File: src/rtl/bf16_pkg.sv
// Shared BF16 definitions: field widths, special encodings, accumulator FSM states
// and the canonicalisation helper used on the first element of a vector.
package bf16_pkg;

  localparam int unsigned DATA_TYPE = 16;
  localparam int unsigned COUNT_W   = 16;
  localparam int unsigned EXP_W     = 8;
  localparam int unsigned MAN_W     = 7;
  localparam int unsigned BIAS      = 127;
  localparam int unsigned SIG_W     = MAN_W + 1;
  // significand plus guard, round and sticky
  localparam int unsigned EXT_W     = SIG_W + 3;

  localparam logic [DATA_TYPE-1:0] BF16_QNAN = 16'h7FC0;
  localparam logic [DATA_TYPE-1:0] BF16_PINF = 16'h7F80;
  localparam logic [DATA_TYPE-1:0] BF16_NINF = 16'hFF80;

  typedef enum logic [1:0] {
    IDLE,
    ACCUM,
    DONE
  } acc_state_t;

  // Denormals become a same-sign zero, every NaN becomes the canonical quiet NaN.
  function automatic logic [DATA_TYPE-1:0] bf16_canon(input logic [DATA_TYPE-1:0] x);
    logic [DATA_TYPE-1:0] r;
    r = x;
    if (x[DATA_TYPE-2:MAN_W] == '0) begin
      r = {x[DATA_TYPE-1], (DATA_TYPE-1)'(0)};
    end else if (x[DATA_TYPE-2:MAN_W] == '1 && x[MAN_W-1:0] != '0) begin
      r = BF16_QNAN;
    end
    return r;
  endfunction

endpackage

File: src/rtl/bf16_accumulator_if.sv
// Product-in / sum-out stream bundle between the multiplier, accumulator and consumer.
interface bf16_accumulator_if;
  import bf16_pkg::*;

  logic                 in_valid;
  logic                 in_ready;
  logic [DATA_TYPE-1:0] in_data;
  logic                 in_last;
  logic                 out_valid;
  logic                 out_ready;
  logic [DATA_TYPE-1:0] out_data;
  logic [COUNT_W-1:0]   out_count;

  modport master (
    output in_valid, in_data, in_last, out_ready,
    input  in_ready, out_valid, out_data, out_count
  );

  modport slave (
    input  in_valid, in_data, in_last, out_ready,
    output in_ready, out_valid, out_data, out_count
  );

endinterface

File: src/rtl/bf16_adder.sv
// Combinational BF16 adder: flush-to-zero inputs/outputs, RNE rounding, IEEE specials.
module bf16_adder
  import bf16_pkg::*;
(
  input  logic [DATA_TYPE-1:0] a,
  input  logic [DATA_TYPE-1:0] b,
  output logic [DATA_TYPE-1:0] o
);

  logic             sa, sb, za, zb, na, nb, ia, ib;
  logic [EXP_W-1:0] ea, eb;
  logic [MAN_W-1:0] ma, mb;

  logic             a_big, s_big, found, up, zero_res;
  logic [EXP_W-1:0] e_big, e_sml, diff;
  logic [MAN_W-1:0] m_big, m_sml, man_r;
  logic [EXT_W-1:0] big_x, sml_f, sml_x, dif_x, norm;
  logic [EXT_W:0]   sum_x;
  logic [3:0]       lz;
  logic [MAN_W:0]   man_c;
  logic [EXP_W+1:0] exp_w;

  assign sa = a[DATA_TYPE-1];
  assign sb = b[DATA_TYPE-1];
  assign ea = a[DATA_TYPE-2:MAN_W];
  assign eb = b[DATA_TYPE-2:MAN_W];
  assign ma = a[MAN_W-1:0];
  assign mb = b[MAN_W-1:0];
  assign za = (ea == '0);
  assign zb = (eb == '0);
  assign ia = (ea == '1) && (ma == '0);
  assign ib = (eb == '1) && (mb == '0);
  assign na = (ea == '1) && (ma != '0);
  assign nb = (eb == '1) && (mb != '0);

  always_comb begin
    a_big    = {ea, ma} >= {eb, mb};
    s_big    = a_big ? sa : sb;
    e_big    = a_big ? ea : eb;
    m_big    = a_big ? ma : mb;
    e_sml    = a_big ? eb : ea;
    m_sml    = a_big ? mb : ma;
    diff     = e_big - e_sml;
    big_x    = {1'b1, m_big, 3'b000};
    sml_f    = {1'b1, m_sml, 3'b000};
    sum_x    = '0;
    dif_x    = '0;
    norm     = '0;
    lz       = '0;
    found    = 1'b0;
    zero_res = 1'b0;
    exp_w    = {2'b00, e_big};

    // Align the smaller operand; everything shifted out collapses into the sticky bit.
    if (diff >= EXP_W'(EXT_W)) begin
      sml_x = EXT_W'(1);
    end else begin
      sml_x    = sml_f >> diff;
      sml_x[0] = sml_x[0] | (|(sml_f & ~({EXT_W{1'b1}} << diff)));
    end

    if (sa == sb) begin
      sum_x = {1'b0, big_x} + {1'b0, sml_x};
      if (sum_x[EXT_W]) begin
        norm  = {sum_x[EXT_W:2], |sum_x[1:0]};
        exp_w = exp_w + (EXP_W+2)'(1);
      end else begin
        norm = sum_x[EXT_W-1:0];
      end
    end else begin
      dif_x = big_x - sml_x;
      for (int i = EXT_W - 1; i >= 0; i--) begin
        if (!found && dif_x[i]) begin
          lz    = 4'(EXT_W - 1 - i);
          found = 1'b1;
        end
      end
      norm = dif_x << lz;
      if (!found || {6'd0, lz} >= exp_w) begin
        zero_res = 1'b1;
      end
      exp_w = exp_w - {6'd0, lz};
    end

    if (!norm[EXT_W-1]) begin
      zero_res = 1'b1;
    end

    // Round to nearest, ties to even; a mantissa carry bumps the exponent.
    up    = norm[2] & (norm[3] | (|norm[1:0]));
    man_c = {1'b0, norm[EXT_W-2:3]} + (MAN_W+1)'(up);
    exp_w = exp_w + (EXP_W+2)'(man_c[MAN_W]);
    man_r = man_c[MAN_W-1:0];

    if (na || nb || (ia && ib && (sa != sb))) begin
      o = BF16_QNAN;
    end else if (ia) begin
      o = a;
    end else if (ib) begin
      o = b;
    end else if (za && zb) begin
      o = {sa & sb, (DATA_TYPE-1)'(0)};
    end else if (za) begin
      o = b;
    end else if (zb) begin
      o = a;
    end else if (zero_res) begin
      o = '0;
    end else if (exp_w >= (EXP_W+2)'(255)) begin
      o = s_big ? BF16_NINF : BF16_PINF;
    end else begin
      o = {s_big, exp_w[EXP_W-1:0], man_r};
    end
  end

endmodule

File: src/rtl/bf16_accumulator.sv
// Streaming BF16 vector reduction: sums one in_last-delimited vector per result,
// with element count, over valid/ready handshakes on both sides.
module bf16_accumulator
  import bf16_pkg::*;
(
  input  logic              CLK,
  input  logic              rst,
  bf16_accumulator_if.slave bus
);

  acc_state_t           state_q, state_d;
  logic [DATA_TYPE-1:0] acc_q, acc_d;
  logic [DATA_TYPE-1:0] out_data_q, out_data_d;
  logic [COUNT_W-1:0]   count_q, count_d;
  logic [COUNT_W-1:0]   out_count_q, out_count_d;
  logic                 out_valid_q, out_valid_d;
  logic [DATA_TYPE-1:0] sum_c, first_c;
  logic                 in_ready_c, beat_c, xfer_c;

  bf16_adder u_adder (
    .a (acc_q),
    .b (bus.in_data),
    .o (sum_c)
  );

  assign in_ready_c    = (state_q != DONE) || bus.out_ready;
  assign beat_c        = bus.in_valid && in_ready_c;
  assign xfer_c        = out_valid_q && bus.out_ready;
  assign first_c       = bf16_canon(bus.in_data);

  assign bus.in_ready  = in_ready_c;
  assign bus.out_valid = out_valid_q;
  assign bus.out_data  = out_data_q;
  assign bus.out_count = out_count_q;

  always_ff @(posedge CLK or negedge rst) begin
    if (!rst) begin
      state_q     <= IDLE;
      acc_q       <= '0;
      count_q     <= '0;
      out_data_q  <= '0;
      out_count_q <= '0;
      out_valid_q <= 1'b0;
    end else begin
      state_q     <= state_d;
      acc_q       <= acc_d;
      count_q     <= count_d;
      out_data_q  <= out_data_d;
      out_count_q <= out_count_d;
      out_valid_q <= out_valid_d;
    end
  end

  // A beat in IDLE, or in DONE alongside the result transfer, starts a new vector.
  always_comb begin
    state_d     = state_q;
    acc_d       = acc_q;
    count_d     = count_q;
    out_data_d  = out_data_q;
    out_count_d = out_count_q;
    out_valid_d = out_valid_q;

    unique case (state_q)
      IDLE, DONE: begin
        if (state_q == DONE && xfer_c) begin
          out_valid_d = 1'b0;
          state_d     = IDLE;
        end
        if (beat_c) begin
          acc_d   = first_c;
          count_d = COUNT_W'(1);
          state_d = bus.in_last ? DONE : ACCUM;
        end
      end
      ACCUM: begin
        if (beat_c) begin
          acc_d   = sum_c;
          count_d = (&count_q) ? count_q : count_q + COUNT_W'(1);
          state_d = bus.in_last ? DONE : ACCUM;
        end
      end
      default: state_d = IDLE;
    endcase

    if (beat_c && bus.in_last) begin
      out_data_d  = acc_d;
      out_count_d = count_d;
      out_valid_d = 1'b1;
    end
  end

endmodule

File: src/flat_wrapper.sv
// flat-port wrapper written by rule: the top's interface ports become plain ports
module bf16_accumulator_flat import bf16_pkg::*;
  (CLK, rst, bus_in_valid, bus_in_data, bus_in_last, bus_out_ready, bus_in_ready, bus_out_valid, bus_out_data, bus_out_count);
  bf16_accumulator_if bus_i ();
  input  logic CLK;
  input  logic rst;
  input wire logic [$bits(bus_i.in_valid)-1:0] bus_in_valid;
  input wire logic [$bits(bus_i.in_data)-1:0] bus_in_data;
  input wire logic [$bits(bus_i.in_last)-1:0] bus_in_last;
  input wire logic [$bits(bus_i.out_ready)-1:0] bus_out_ready;
  output wire logic [$bits(bus_i.in_ready)-1:0] bus_in_ready;
  output wire logic [$bits(bus_i.out_valid)-1:0] bus_out_valid;
  output wire logic [$bits(bus_i.out_data)-1:0] bus_out_data;
  output wire logic [$bits(bus_i.out_count)-1:0] bus_out_count;
  assign bus_i.in_valid = bus_in_valid;
  assign bus_i.in_data = bus_in_data;
  assign bus_i.in_last = bus_in_last;
  assign bus_i.out_ready = bus_out_ready;
  assign bus_in_ready = bus_i.in_ready;
  assign bus_out_valid = bus_i.out_valid;
  assign bus_out_data = bus_i.out_data;
  assign bus_out_count = bus_i.out_count;
  bf16_accumulator u_core (.CLK(CLK), .rst(rst), .bus(bus_i));
endmodule
File: config.mk
export PLATFORM = sky130hd
export DESIGN_NAME = bf16_accumulator_flat
export DESIGN_NICKNAME = d
export VERILOG_FILES = /design/src/rtl/bf16_pkg.sv /design/src/rtl/bf16_accumulator_if.sv /design/src/rtl/bf16_adder.sv /design/src/rtl/bf16_accumulator.sv /design/src/flat_wrapper.sv
export SDC_FILE = /design/constraint.sdc
export NUM_CORES = 1
export LEC_CHECK = 0
export BUFFER_PORTS_ARGS = -buffer_cell sky130_fd_sc_hd__buf_4
export CAP_MARGIN = 40
export CORE_MARGIN = 1
export CORE_UTILIZATION = 51
export CTS_BUF_LIST = sky130_fd_sc_hd__clkbuf_8
export DETAILED_ROUTE_END_ITERATION = 12
export GPL_TIMING_DRIVEN = 0
export PLACE_DENSITY = 0.72
export SKIP_CTS_REPAIR_TIMING = 1
export SYNTH_ARGS = -nofsm -noshare
export SYNTH_HDL_FRONTEND = slang
export SYNTH_HIERARCHICAL = 1
export SYNTH_SLANG_ARGS = --single-unit
File: constraint.sdc
create_clock -name CLK -period 21.8 [get_ports CLK]
set_input_delay 2.18 -clock CLK [delete_from_list [all_inputs] [get_ports CLK]]
set_output_delay 2.18 -clock CLK [all_outputs]
set_load 0.02 [all_outputs]
==> results.tsv <==
metric	value	unit
Synth Warn #	6	
Crit path arrival time	14590	ps
area leader, netlist	dfrtp_1	
dpl hpwl	21940	um
Setup CP Type	primary input to flop	
top_reg_cell synth	dfrtp_1	
Cell variety after synth	115	
flops & latches, synth	67	
CP most frequent cell	ha_1	
Clock Path Buffers	2	
critical path's slowest cell	xor2_1	
setup TNS	0	ps
Die X	130.7	um
CP required	22020	ps
vias	9240	
Yosys top cell area share	0.1984	
min cycle time layout	14370	ps
status	completed	
layout cells sized above 1	0.1342	
drc violations	0	
H-tree depth	3	
worst stage delay on the critical path	620	ps
Mean Syn Cell Area	7.661	um2
Die Y	130.7	um
crit share post-route	0.6590	
final cell count without fillers	1386	
fin nets	1232	
f_max	69.61	MHz
die footprint	17090	um2
Finished Cell Area	9319	um2
max cap viols	0	
number of core rows	46	
vias in the first global route	8445	
Skew-Pair Late Insertion Delay	350	ps
final WL	28210	um
crit-path max FO	10	
top area cells in the synthesized netlist	dfrtp_1, ha_1, nand2_1, nor2_1, a21oi_1	
initial DRC count	1140	
worst min path class	flop to flop	
Syn Std Cell Area	8451	um2
port bufs	53	
Buf/Inv on CP	9	
Reg clk slew, reported paths	70	ps
Final Hold Viols	0	
core area	16060	um2
RSZ-0062 raised after global routing	no	
# setup viols final	0	
Clk Tree Root Cell	clkbuf_8	
register area	1677	um2
initial antenna violation count	0	
Rel. slew slack	0.4238	
largest net degree at the start of global routing	68	
FFs w/ async S/R, synth	1.000	
sequential-to-total area share from yosys stat	0.1984	
CP Capture Type	flop	
GRT Total Usage	0.3391	
remaining antenna violation count	0	
multi-input gate area in the final layout	6264	um2
pre-CTS setup slack	7417	ps
crit path launch type	primary input	
diodes inserted	0	
clock skew	12.15	ps
cell family with most CP delay	compound AO/OA/AOI/OAI gates	
Slew Limit Fails	0	
via/cell ratio	6.667	
syn nets	1168	
final setup margin	7434	ps
CTS tree	built	
Layout fillers	1549	
Ports	55	
total grt overflow	0	
initial core utilization	0.5263	
routability cong.	1.002	
Num CTS Buffers	9	
Syn Inst Count	1103	
Num Clock Sinks	67	
drt pass-1 iters	5	
Area after DPL	9119	um2
drt wl/cell	20.35	um
synthesis-to-finish area growth	10.28	%
first-pass GRT wire length	45000	um
EDFF count, synth	0	
worst slew pin tran	864.2	ps
placed cell count	1372	
## cell families (layout without fill, tap and decap cells)
group / count (synthesis) / count (layout) / synth area share
simple gates: 452 / 452 / 0.2812
compound gates: 372 / 372 / 0.3197
buf+inv: 110 / 177 / 0.06041
flops: 67 / 67 / 0.1984
fa+ha+maj: 44 / 44 / 0.06692
mux: 30 / 30 / 0.04131
xor+xnor: 28 / 28 / 0.03213
## synthesized netlist by cell type (all sizes together), types with 26 or more instances
master and number:
nand2 114, nor2 102, o21ai 77, a21oi 75
dfrtp 67, inv 52, nand3 43, ha 42
nand4 31, nor3 30, buf 29, clkbuf 27
o211ai 26
## layout make-up
class                           instances  area share
Clock inverter                          2    0.003759
Tap cell                              216     0.02900
Sequential cell                        67      0.1799
Multi-Input combinational cell        926      0.6721
Timing Repair Buffer                   53     0.04270
Buffer                                 56     0.03303
Clock buffer                           12     0.01772
Inverter                               54     0.02175
## worst reg2reg max path, delay by kind of cell (launching register included)
family	cells	cell delay, ps
AOI/OAI and AO/OA	22	5560
xor gates and xnor gates	2	830
adders and majority gates	5	1400
buffers and inverters	7	2050
DFF	1	510
and+or+nand+nor	11	2410
## sequential cells by signal, indices dropped and copies added, names as in the netlist
signal                cells
u_core/bus.out_valid      1
u_core/acc_q             16
u_core/bus.out_data      16
u_core/state_q            2
u_core/bus.out_count     16
u_core/count_q           16
## cells in the final DEF (no fill, tap or decap), types with 21 or more instances in the layout
cell type and count:
ha_1 42, o211ai_1 23, nand3_1 39, nand2_1 112
mux2i_1 21, nor2_1 102, buf_4 56, dfrtp_1 67
clkbuf_1 27, a21oi_1 72, inv_1 51, nand4_1 30
o21ai_0 63, nor3_1 28
## routing by layer
layer	GRT usage	wire length (um)	vias to the layer above
met2	0.5054	12250	440
met3	0.08713	2781	40
met4	0.07167	393	0
met5	0	0	-
li1	-	-	4356
met1	0.4902	12790	4404
## final timing paths
| check | from | end | slack (ps) | cells past startpoint |
|---|---|---|---|---|
| min | u_core/bus.out_count[14] | u_core/bus.out_count[14] | 490 | 2 |
| max reg2reg | u_core/acc_q[10] | u_core/bus.out_data[11] | 8930 | 47 |
| max | bus_in_data[10] | u_core/bus.out_data[11] | 7430 | 49 |
| min in group asynchronous | rst | u_core/bus.out_count[6] | 1920 | 1 |
| max in group asynchronous | rst | u_core/bus.out_count[13] | 19310 | 1 |
| min reg2reg | u_core/bus.out_count[14] | u_core/bus.out_count[14] | 490 | 2 |
## through the flow
stage / hold WS (ps) / util
final: 494.9 / 0.5803
after global routing: 521.1 / 0.5803
after CTS: 500.8 / 0.5803
after detailed placement: 479.2 / 0.5679
after global placement: 480.8 / 0.5679
after floorplan: 489.7 / -
Power is not shown: default switching activity piles up to over one toggle a cycle in this logic, so the estimate is an artifact.
